--- src/rtl/inst_queue.sv ---
// Fetch-to-decode instruction FIFO: buffers {pc, inst} pairs, presents the oldest
// as a first-word-fall-through head, and empties in one cycle on branch mispredict.
module inst_queue #(
  parameter  int DEPTH = 16,
  localparam int PTR_W = $clog2(DEPTH)
) (
  input  logic             clk,
  input  logic             rst,
  input  logic             branch_mispredict,
  input  logic             fetch_valid,
  input  logic [31:0]      fetch_pc,
  input  logic [31:0]      fetch_inst,
  output logic             fetch_ready,
  input  logic             dispatch_ready,
  output logic             valid_inst,
  output logic [63:0]      queue_packet,
  output logic [PTR_W:0]   count
);

  logic [63:0]    mem_q [DEPTH];
  logic [PTR_W:0] head_q, head_d;
  logic [PTR_W:0] tail_q, tail_d;
  logic [PTR_W:0] count_q, count_d;
  logic           empty, full, push, pop;

  // The extra top bit separates "same slot, same lap" (empty) from "same slot, one lap ahead" (full).
  assign empty = (head_q == tail_q);
  assign full  = (head_q[PTR_W-1:0] == tail_q[PTR_W-1:0]) && (head_q[PTR_W] != tail_q[PTR_W]);

  assign fetch_ready  = !full;
  assign valid_inst   = !empty;
  assign push         = fetch_valid && !full && !branch_mispredict;
  assign pop          = !empty && dispatch_ready && !branch_mispredict;
  assign queue_packet = empty ? 64'h0 : mem_q[head_q[PTR_W-1:0]];
  assign count        = count_q;

  always_comb begin
    // NOTE: every always_comb output gets a default first so no path can infer a latch.
    head_d  = head_q;
    tail_d  = tail_q;
    count_d = count_q;
    if (branch_mispredict) begin
      head_d  = '0;
      tail_d  = '0;
      count_d = '0;
    end else begin
      if (push) tail_d = tail_q + 1'b1;
      if (pop)  head_d = head_q + 1'b1;
      count_d = count_q + (PTR_W+1)'(push) - (PTR_W+1)'(pop);
    end
  end

  // NOTE: sequential state uses non-blocking assignments so every flop samples pre-edge values.
  always_ff @(posedge clk) begin
    if (!rst) begin
      head_q  <= '0;
      tail_q  <= '0;
      count_q <= '0;
    end else begin
      head_q  <= head_d;
      tail_q  <= tail_d;
      count_q <= count_d;
    end
  end

  // NOTE: the storage array is deliberately not reset; pointers alone define which entries are live.
  always_ff @(posedge clk) begin
    if (push) mem_q[tail_q[PTR_W-1:0]] <= {fetch_pc, fetch_inst};
  end

  always_ff @(posedge clk) begin
    if (rst) begin
      assert (!(push && full));
      assert (!(pop && empty));
      assert (count_q <= (PTR_W+1)'(DEPTH));
      assert (count_q == (tail_q - head_q));
    end
  end

endmodule

--- config.mk ---
export PLATFORM = sky130hd
export DESIGN_NAME = inst_queue
export DESIGN_NICKNAME = d
export VERILOG_FILES = /design/src/rtl/inst_queue.sv
export SDC_FILE = /design/constraint.sdc
export NUM_CORES = 1
export LEC_CHECK = 0
export ABC_AREA = 1
export BUFFER_PORTS_ARGS = -buffer_cell sky130_fd_sc_hd__buf_2
export CORE_ASPECT_RATIO = 1.5
export CORE_UTILIZATION = 58
export CTS_CLUSTER_DIAMETER = 30
export CTS_CLUSTER_SIZE = 28
export DETAILED_ROUTE_END_ITERATION = 6
export PLACE_DENSITY = 0.73
export SLEW_MARGIN = 30
export SYNTH_ARGS = -nofsm -noshare
export SYNTH_HDL_FRONTEND = slang
export SYNTH_SLANG_ARGS = --single-unit
--- constraint.sdc ---
create_clock -name clk -period 13.1 [get_ports clk]
set_clock_uncertainty 0.1 [all_clocks]
set_input_delay 2.62 -clock clk [delete_from_list [all_inputs] [get_ports clk]]
set_output_delay 2.62 -clock clk [all_outputs]
set_load 0.03 [all_outputs]
## After elaboration in Yosys (flattened, before gate mapping)

Memory sizes are Yosys's and may differ from the RTL's. A register that Yosys moved wholly into a read port is not among the register bits.
Index checks and enable logic that the tools add are counted.

| word-level totals | value |
|---|---|
| bits in registers | 15 |
| RAM bits | 1024 |
| memories | 1 |
| input port bits | 69 |

| cells by class | value |
|---|---|
| muxes and demuxes | 5 |
| bitwise operators | 1 |
| equality and inequality tests | 3 |
| add/subtract/negate cells | 4 |
| reductions and logical operators | 9 |

Memory list:

| name | depth | width | rd ports | clocked after memory_dff | wr ports | RTL line | text |
|---|---|---|---|---|---|---|---|
| mem_q | 16 | 64 | 1 | 1 | 1 | 20 | `logic [63:0] mem_q [DEPTH];` |

Operator list:

| cell | number |
|---|---|
| two-way mux 64 bit | 1 |
| adder 5 x 1 -> 5 bit, second input constant | 2 |
| two-way mux 4 bit | 2 |
| adder 5 x 1 -> 5 bit | 1 |
| == test 5 bit | 1 |
| logical AND 1 bit | 5 |
| subtractor 5 x 1 -> 5 bit | 1 |
| == test 4 bit | 1 |
| logical NOT 1 bit | 3 |
| two-way mux 1 bit | 2 |
| OR reduction 2 bit | 1 |
| != test 1 bit | 1 |
| NOT 1 bit | 1 |

## Longest topological paths before layout

Gate-level depths: netlist (run 1).

| logic depth | value |
|---|---|
| depth in word-level cells | 7 |
| mapped depth | 16 |
| gate-level depth less buffers | 15 |

## Least setup slack after synthesis (run 1)

OpenSTA, ideal clock, no wires.

| timing path | value |
|---|---|
| path type | input port to flip-flop |
| from | in fetch_valid |
| to | mem mem_q[0][0] (enable) |
| arrival time | 5.769 ns |
| setup slack | 6.744 ns |
| buffers on the path | 1 |
| cell stages on the path | 5 |
| path through | buf_2 nand3_1 inv_1 nand2_1 nor2_1 |

| between the ends | value |
|---|---|
| longest elaborated chain between the ends | 4 |

RTL lines:

| what | RTL line | text |
|---|---|---|
| start, declared | 10 | `input logic fetch_valid,` |
| logical AND 1 bit (2 in a row) | 32 | `assign push = fetch_valid && !full && !branch_mispredict;` |
| two-way mux 1 bit | 68 | `if (push) mem_q[tail_q[PTR_W-1:0]] <= {fetch_pc, fetch_inst};` |
| two-way mux 1 bit (not written as such) | 68 |  |
| end, declared | 20 |  |

Every way passes these cells.

==> impl_metrics.env, run 1 <==
export IMPL_worstPathArrival_ns=4.83
export IMPL_ys_seq_area_share_pct=74.6
export IMPL_p_per_area_nw_per_um2=161
export IMPL_synth_area_leaders="edfxtp_1 (74%), nor2_1 (7.9%), o21ai_0 (4.1%)"
export IMPL_power_leakage_nw=16.2
export IMPL_syn_avg_cell_area_um2=12.5
export IMPL_setup_ws_ns=5.55
export IMPL_r2r_cells=10
export IMPL_ios=140
export IMPL_criticalPathCategory="flop to primary output"
export IMPL_place_ws_ns=6.15
export IMPL_synth_mux_area_share_pct=0
export IMPL_hold_viol=0
export IMPL_numClockSinks=1043
export IMPL_postRouteAntennaNets=0
export IMPL_via_per_inst=6.16
export IMPL_yosysUniqueCellTypes=26
export IMPL_regToRegStartpoint="tail_q[0]"
export IMPL_initial_core_util_pct=58.5
export IMPL_status="finished, final reports clean"
export IMPL_area_growth_pct=13.8
export IMPL_cts_hold_buf=0
export IMPL_netlist_instances=3336
export IMPL_max_freq_ghz=0.132
export IMPL_crit_path_end_kind="primary output"
export IMPL_hold_class="flop to flop"
export IMPL_rsz0062_at_grt="false"
export IMPL_num_vias=27600
export IMPL_crit_path_start_kind="flop"
export IMPL_synth_xor_area_share_pct=0.0630
export IMPL_grt_pass1_wl_mm=158
export IMPL_yosys_warnings=0
export IMPL_port_buffers=139
export IMPL_place_gp_congestion=0.793
export IMPL_r2r_slack_ns=9.43
export IMPL_synthesis_nets=3416
export IMPL_critPathMaxFanout=111
export IMPL_worst_pin_slew_ns=1.05
export IMPL_nets=3518
export IMPL_post_cts_buffers=0
export IMPL_syn_area_um2=41700
export IMPL_cts_resized=0
export IMPL_core_um2=71300
export IMPL_clockBufferDepth=3
export IMPL_cts_tree="yes"
export IMPL_placementRows=120
export IMPL_grt_overflow=0
export IMPL_wl_mm=106
export IMPL_wl_per_cell_um=23.7
export IMPL_ys_seq_elements=1043
export IMPL_min_delay_start="head_q[0]"
export IMPL_grt_pass1_vias=26800
export IMPL_drt_pass1_iter_count=7
export IMPL_antenna_found_initial=11
export IMPL_r2r_end="mem_q[13][6]"
export IMPL_grt_usage_pct=28.9
export IMPL_setup_violations=0
export IMPL_relSlewSlack_pct=30.0
export IMPL_cts_inserted_buffers=136
export IMPL_cts_clk_slew_worst_paths_ns=0.05
export IMPL_clock_latency_ns=0.69
export IMPL_die_h_um=330
export IMPL_finalCritPeriodShare_pct=57.6
export IMPL_yosys_area_share_simple_pct=13.3
export IMPL_synth_compound_area_share_pct=8.41
export IMPL_drt_iter0_drc=3400
export IMPL_layout_drive_gt1_share_pct=12.3
export IMPL_vdd_ir_drop_max_mv=0.130
export IMPL_die_area_um2=73000
export IMPL_h_tree_depth=4
export IMPL_cap_violations=0
export IMPL_drc=0
export IMPL_die_width_um=221
export IMPL_grt_max_degree=259
export IMPL_slew_violations=0
export IMPL_cts_root_buf="clkbuf_16"
export IMPL_post_route_min_period_ns=7.55
export IMPL_dpl_hpwl_mm=49.5
export IMPL_cp_required_ns=10.38
export IMPL_synth_top_family_by_area="simple AND/OR/NAND/NOR gates"
export IMPL_yosys_area_top_type="edfxtp_1"
export IMPL_crit_end="queue_packet[36]"
export IMPL_synthAdderAreaFrac_pct=0.348
export IMPL_timing_setup_tns_ns=0
export IMPL_yosysTopAreaCellShare_pct=73.7
==> layout make-up <==
cell class | instances | area, µm²
flip-flops and latches | 1043 | 31100
multi-input cells | 2042 | 9360
diodes | 5 | 12.5
clock buffers | 153 | 3590
repair buffers | 184 | 1140
well taps | 915 | 1140
fillers | 4882 | 23800
inverters | 31 | 149
clock inverters | 97 | 936
==> registers in the layout (all words and copies together), names as in the netlist, named ones only <==
register / cells
count: 5
head_q: 5
mem_q: 1024
tail_q: 5
==> cell families (layout without fill, tap and decap cells) <==
family                     after synthesis  count (layout)
AOI/OAI and AO/OA                      650             650
xor gates and xnor gates                 3               3
adders and majority gates               11              11
buffers and inverters                  251             465
DFF                                   1043            1043
other                                    0               5
and+or+nand+nor                       1378            1378
==> worst min-delay path by stage <==
| stage | end | depth (start not counted) |
|---|---|---|
| 6_report | flop | 2 |
| 5_1_grt | head_q[0] | 2 |
| 4_1_cts | flop | 2 |
| 3_5_place_dp | flop | 2 |
| 3_3_place_gp | head_q[4] | 4 |
| 2_1_floorplan | flop | 2 |
==> power breakdown <==
group / total (W) / leakage (nW) / internal (W) / switching, W
sequential: 0.00369 / 9.38 / 0.00368 / 0.00000732
combinational: 0.000317 / 4.65 / 0.0000766 / 0.000241
clock: 0.00363 / 2.19 / 0.00220 / 0.00143
==> cells in the mapped netlist <==
cell type	n
nor2_1	879
xor2_1	1
nand4_1	5
inv_2	2
buf_4	27
edfxtp_1	1024
o211ai_1	102
clkbuf_2	3
nor3_1	2
nand3_2	1
inv_4	2
buf_1	21
nand3_1	297
clkbuf_1	104
o21ai_1	138
inv_1	27
xnor2_1	2
buf_8	3
ha_1	10
dfxtp_1	19
buf_2	33
a21oi_1	72
buf_6	29
fa_1	1
o21ai_0	338
nand2_1	194
==> cells in the final DEF, fill, tap and decap left out, types with 15 or more instances in the layout <==
master and instances:
inv_6 18, edfxtp_1 1024, buf_2 139, nor2_4 15
a21oi_1 72, dfxtp_1 15, nand2_1 194, o21ai_1 138
clkinv_4 16, clkinvlp_4 15, o21ai_0 338, clkinv_2 21
nand3_1 297, buf_4 35, inv_1 25, o211ai_1 102
clkbuf_16 142, nor2_1 864
==> through the flow <==
step / hold slack, ns / power [W] / util, % / area [µm²] / instances
after floorplan: 0.383 / 0.00395 / - / 41700 / 3336
after global placement: 0.425 / 0.00405 / 60.0 / 42800 / 4212
after detailed placement: 0.432 / 0.00407 / 60.2 / 42900 / 4214
after CTS: 0.441 / 0.00766 / 66.5 / 47400 / 4464
after global routing: 0.455 / 0.00782 / 66.6 / 47500 / 4468
final: 0.438 / 0.00764 / 66.6 / 47500 / 4470
==> worst max-delay path: stages (launching register included) <==
cell and delay (ns):
dfxtp_4 0.41, buf_6 0.60, buf_6 0.67, buf_6 0.72, o21ai_0 0.22, o211ai_1 0.25, nand3_1 0.14, a21oi_1 0.51
buf_2 0.31
==> per-layer routing <==
layer,global-route usage [%],vias to the layer above,share of wire (%)
met5,0,-,0.048
met4,14.5,8,4.4
met3,4.73,288,8.9
met2,48.5,1506,49
met1,36.7,13500,37
li1,-,12200,-
Power figures use the tool's default switching activity.
==> run 2, diff against run 1 <==
--- a/config.mk
+++ b/config.mk
@@ -5,10 +5,10 @@
 export SDC_FILE = /design/constraint.sdc
 export NUM_CORES = 1
 export LEC_CHECK = 0
-export ABC_AREA = 1
+export ABC_AREA = 0
 export BUFFER_PORTS_ARGS = -buffer_cell sky130_fd_sc_hd__buf_2
 export CORE_ASPECT_RATIO = 1.5
-export CORE_UTILIZATION = 58
+export CORE_UTILIZATION = 55
 export CTS_CLUSTER_DIAMETER = 30
 export CTS_CLUSTER_SIZE = 28
 export DETAILED_ROUTE_END_ITERATION = 6
==> constraint.sdc (replaced) <==
create_clock -name clk -period 6.3 [get_ports clk]
set_clock_uncertainty 0.1 [all_clocks]
set_input_delay 1.26 -clock clk [delete_from_list [all_inputs] [get_ports clk]]
set_output_delay 1.26 -clock clk [all_outputs]
set_load 0.03 [all_outputs]
==> impl_metrics.env, run 2 <==
export IMPL_yosys_area_top_type="edfxtp_1"
export IMPL_synth_common_cells="edfxtp_1 (1024), mux4_2 (256), o22ai_1 (128)"
export IMPL_cp_required_ns=4.94
export IMPL_synthArstFlopShare_pct=0
export IMPL_drt_iter0_drc=1836
export IMPL_postRouteAntennaNets=0
export IMPL_wl_per_cell_um=30.2
export IMPL_syn_avg_cell_area_um2=23.2
export IMPL_drt_pass1_iter_count=6
export IMPL_wl_mm=89.0
export IMPL_cap_violations=0
export IMPL_post_cts_buffers=0
export IMPL_die_area_um2=73100
export IMPL_yosysUniqueCellTypes=42
export IMPL_area_growth_pct=15.2
export IMPL_crit_path_start_kind="flop"
export IMPL_h_tree_depth=3
export IMPL_criticalPathCategory="flop to primary output"
export IMPL_setup_ws_ns=1.43
export IMPL_power_leakage_nw=14.2
export IMPL_synthesis_nets=1791
export IMPL_vdd_ir_drop_max_mv=0.257
export IMPL_setup_violations=0
export IMPL_rsz0062_at_grt="false"
export IMPL_hold_class="flop to flop"
export IMPL_worst_pin_slew_ns=0.999
export IMPL_numClockSinks=1043
export IMPL_cts_inserted_buffers=120
export IMPL_post_route_min_period_ns=4.87
export IMPL_grt_usage_pct=24.9
export IMPL_dpl_hpwl_mm=48.7
export IMPL_num_vias=19000
export IMPL_cts_tree="yes"
export IMPL_place_gp_congestion=0.744
export IMPL_critPathMaxFanout=54
export IMPL_final_common_cell="edfxtp_1"
export IMPL_final_cell_mix="edfxtp_1 (1024), mux4_2 (256), buf_2 (139), o22ai_1 (128), clkbuf_16 (122)"
export IMPL_finalCritPeriodShare_pct=77.3
export IMPL_layout_drive_gt1_share_pct=34.8
export IMPL_ios=140
export IMPL_yosysMostFrequentCell="edfxtp_1"
export IMPL_cts_root_buf="clkbuf_16"
export IMPL_timing_setup_tns_ns=0
export IMPL_placementRows=120
export IMPL_clock_latency_ns=0.70
export IMPL_drc=0
export IMPL_place_ws_ns=2.13
export IMPL_nFillCells=4476
export IMPL_ys_seq_area_share_pct=78.6
export IMPL_relSlewSlack_pct=33.4
export IMPL_antenna_found_initial=9
export IMPL_cp_slowest_cell="dfxtp_4"
export IMPL_initial_core_util_pct=55.5
export IMPL_cts_resized=0
export IMPL_yosysTopAreaCellShare_pct=77.6
export IMPL_p_per_area_nw_per_um2=331
export IMPL_grt_pass1_vias=20000
export IMPL_synth_area_leaders="edfxtp_1 (78%), mux4_2 (15%), o22ai_1 (2.0%)"
export IMPL_syn_area_um2=39600
export IMPL_yosys_warnings=0
export IMPL_largest_reg_flops=1024
export IMPL_worstPathArrival_ns=3.51
export IMPL_crit_path_end_kind="primary output"
export IMPL_cts_hold_buf=0
export IMPL_grt_max_degree=83
export IMPL_die_width_um=221
export IMPL_grt_pass1_wl_mm=131
export IMPL_status="finished, final reports clean"
export IMPL_clockBufferDepth=3
export IMPL_synth_edf_count=1024
export IMPL_critPathMaxStageDelay_ns=0.79
export IMPL_hold_viol=0
export IMPL_place_inst=2713
export IMPL_max_freq_ghz=0.205
export IMPL_nets=2003
export IMPL_slew_violations=0
export IMPL_synth_ff_type="edfxtp_1"
export IMPL_port_buffers=139
export IMPL_cts_clk_slew_worst_paths_ns=0.06
export IMPL_netlist_instances=1711
export IMPL_die_h_um=331
export IMPL_stdcell_count=2948
export IMPL_ys_seq_elements=1043
export IMPL_core_um2=71300
export IMPL_worstPathCellList="buf_4, mux4_2, o22ai_1, nor3_1, buf_2"
export IMPL_via_per_inst=6.44
export IMPL_grt_overflow=0
==> run 2: cell count changes after synthesis, sizes merged, moves of 63 or more <==
cell,change
a21oi,-65
clkbuf,-74
mux4,+256
nand2,-176
nand3,-296
nor2,-874
nor3,+63
o211ai,-99
o21ai,-472
o22ai,+128
==> run 2: layout make-up <==
cell class	instances	area, µm²	area share (%)
inverter	11	41.3	0.0904
multi-input combinational	557	7950	17.4
clock inverter	93	1060	2.32
antenna	5	12.5	0.0274
timing repair buffer	190	1210	2.65
clock buffer	134	3100	6.79
sequential	1043	31100	68.2
tap	915	1140	2.51
==> run 2: worst max-delay path: cells and delay by family, from the launching register on <==
| kind | cells | cell delay [ns] |
|---|---|---|
| AOI/OAI and AO/OA | 1 | 0.11 |
| DFF | 1 | 0.79 |
| muxes | 1 | 0.36 |
| and+or+nand+nor | 1 | 0.48 |
| buffers and inverters | 2 | 1.04 |
==> run 2: final timing paths <==
| check | startpoint | end | slack, ns | cells past startpoint |
|---|---|---|---|---|
| worst max-delay path | flop | queue_packet[16] | 1.43 | 5 |
| worst min-delay path | head_q[1] | flop | 0.45 | 2 |
| worst max register to register | tail_q[2] | mem_q[8][22] | 2.64 | 5 |
| worst min register to register | head_q[1] | flop | 0.45 | 2 |
==> run 2: power by group <==
part	total (W)	switching, W	internal [W]
Sequential	0.00766	0.0000115	0.00765
Clock	0.00710	0.00290	0.00420
Combinational	0.000379	0.000265	0.000113
==> run 2: cell families after synthesis <==
group	Yosys count	share of synthesized area, %
compound gates	149	2.45
xor+xnor	10	0.240
fa+ha+maj	11	0.366
buf+inv	111	1.56
flops	1043	78.6
mux	262	14.7
simple gates	125	2.09
==> run 2: per-stage QoR <==
stage | utilization (%) | hold WS, ns | area (µm²) | power [W]
after global routing | 64.0 | 0.484 | 45600 | 0.0155
after floorplan | - | 0.392 | 39600 | 0.00800
final | 64.0 | 0.454 | 45700 | 0.0151
after global placement | 58.0 | 0.429 | 41300 | 0.00816
after detailed placement | 58.1 | 0.450 | 41400 | 0.00818
after CTS | 63.9 | 0.460 | 45600 | 0.0152
==> run 2: layer usage <==
layer | share of wire [%] | up-vias | GRT usage (%)
li1 | - | 7819 | -
met1 | 36 | 10100 | 30.9
met2 | 53 | 903 | 44.4
met3 | 7.2 | 178 | 3.74
met4 | 3.0 | 8 | 9.39
met5 | 0.051 | - | 0
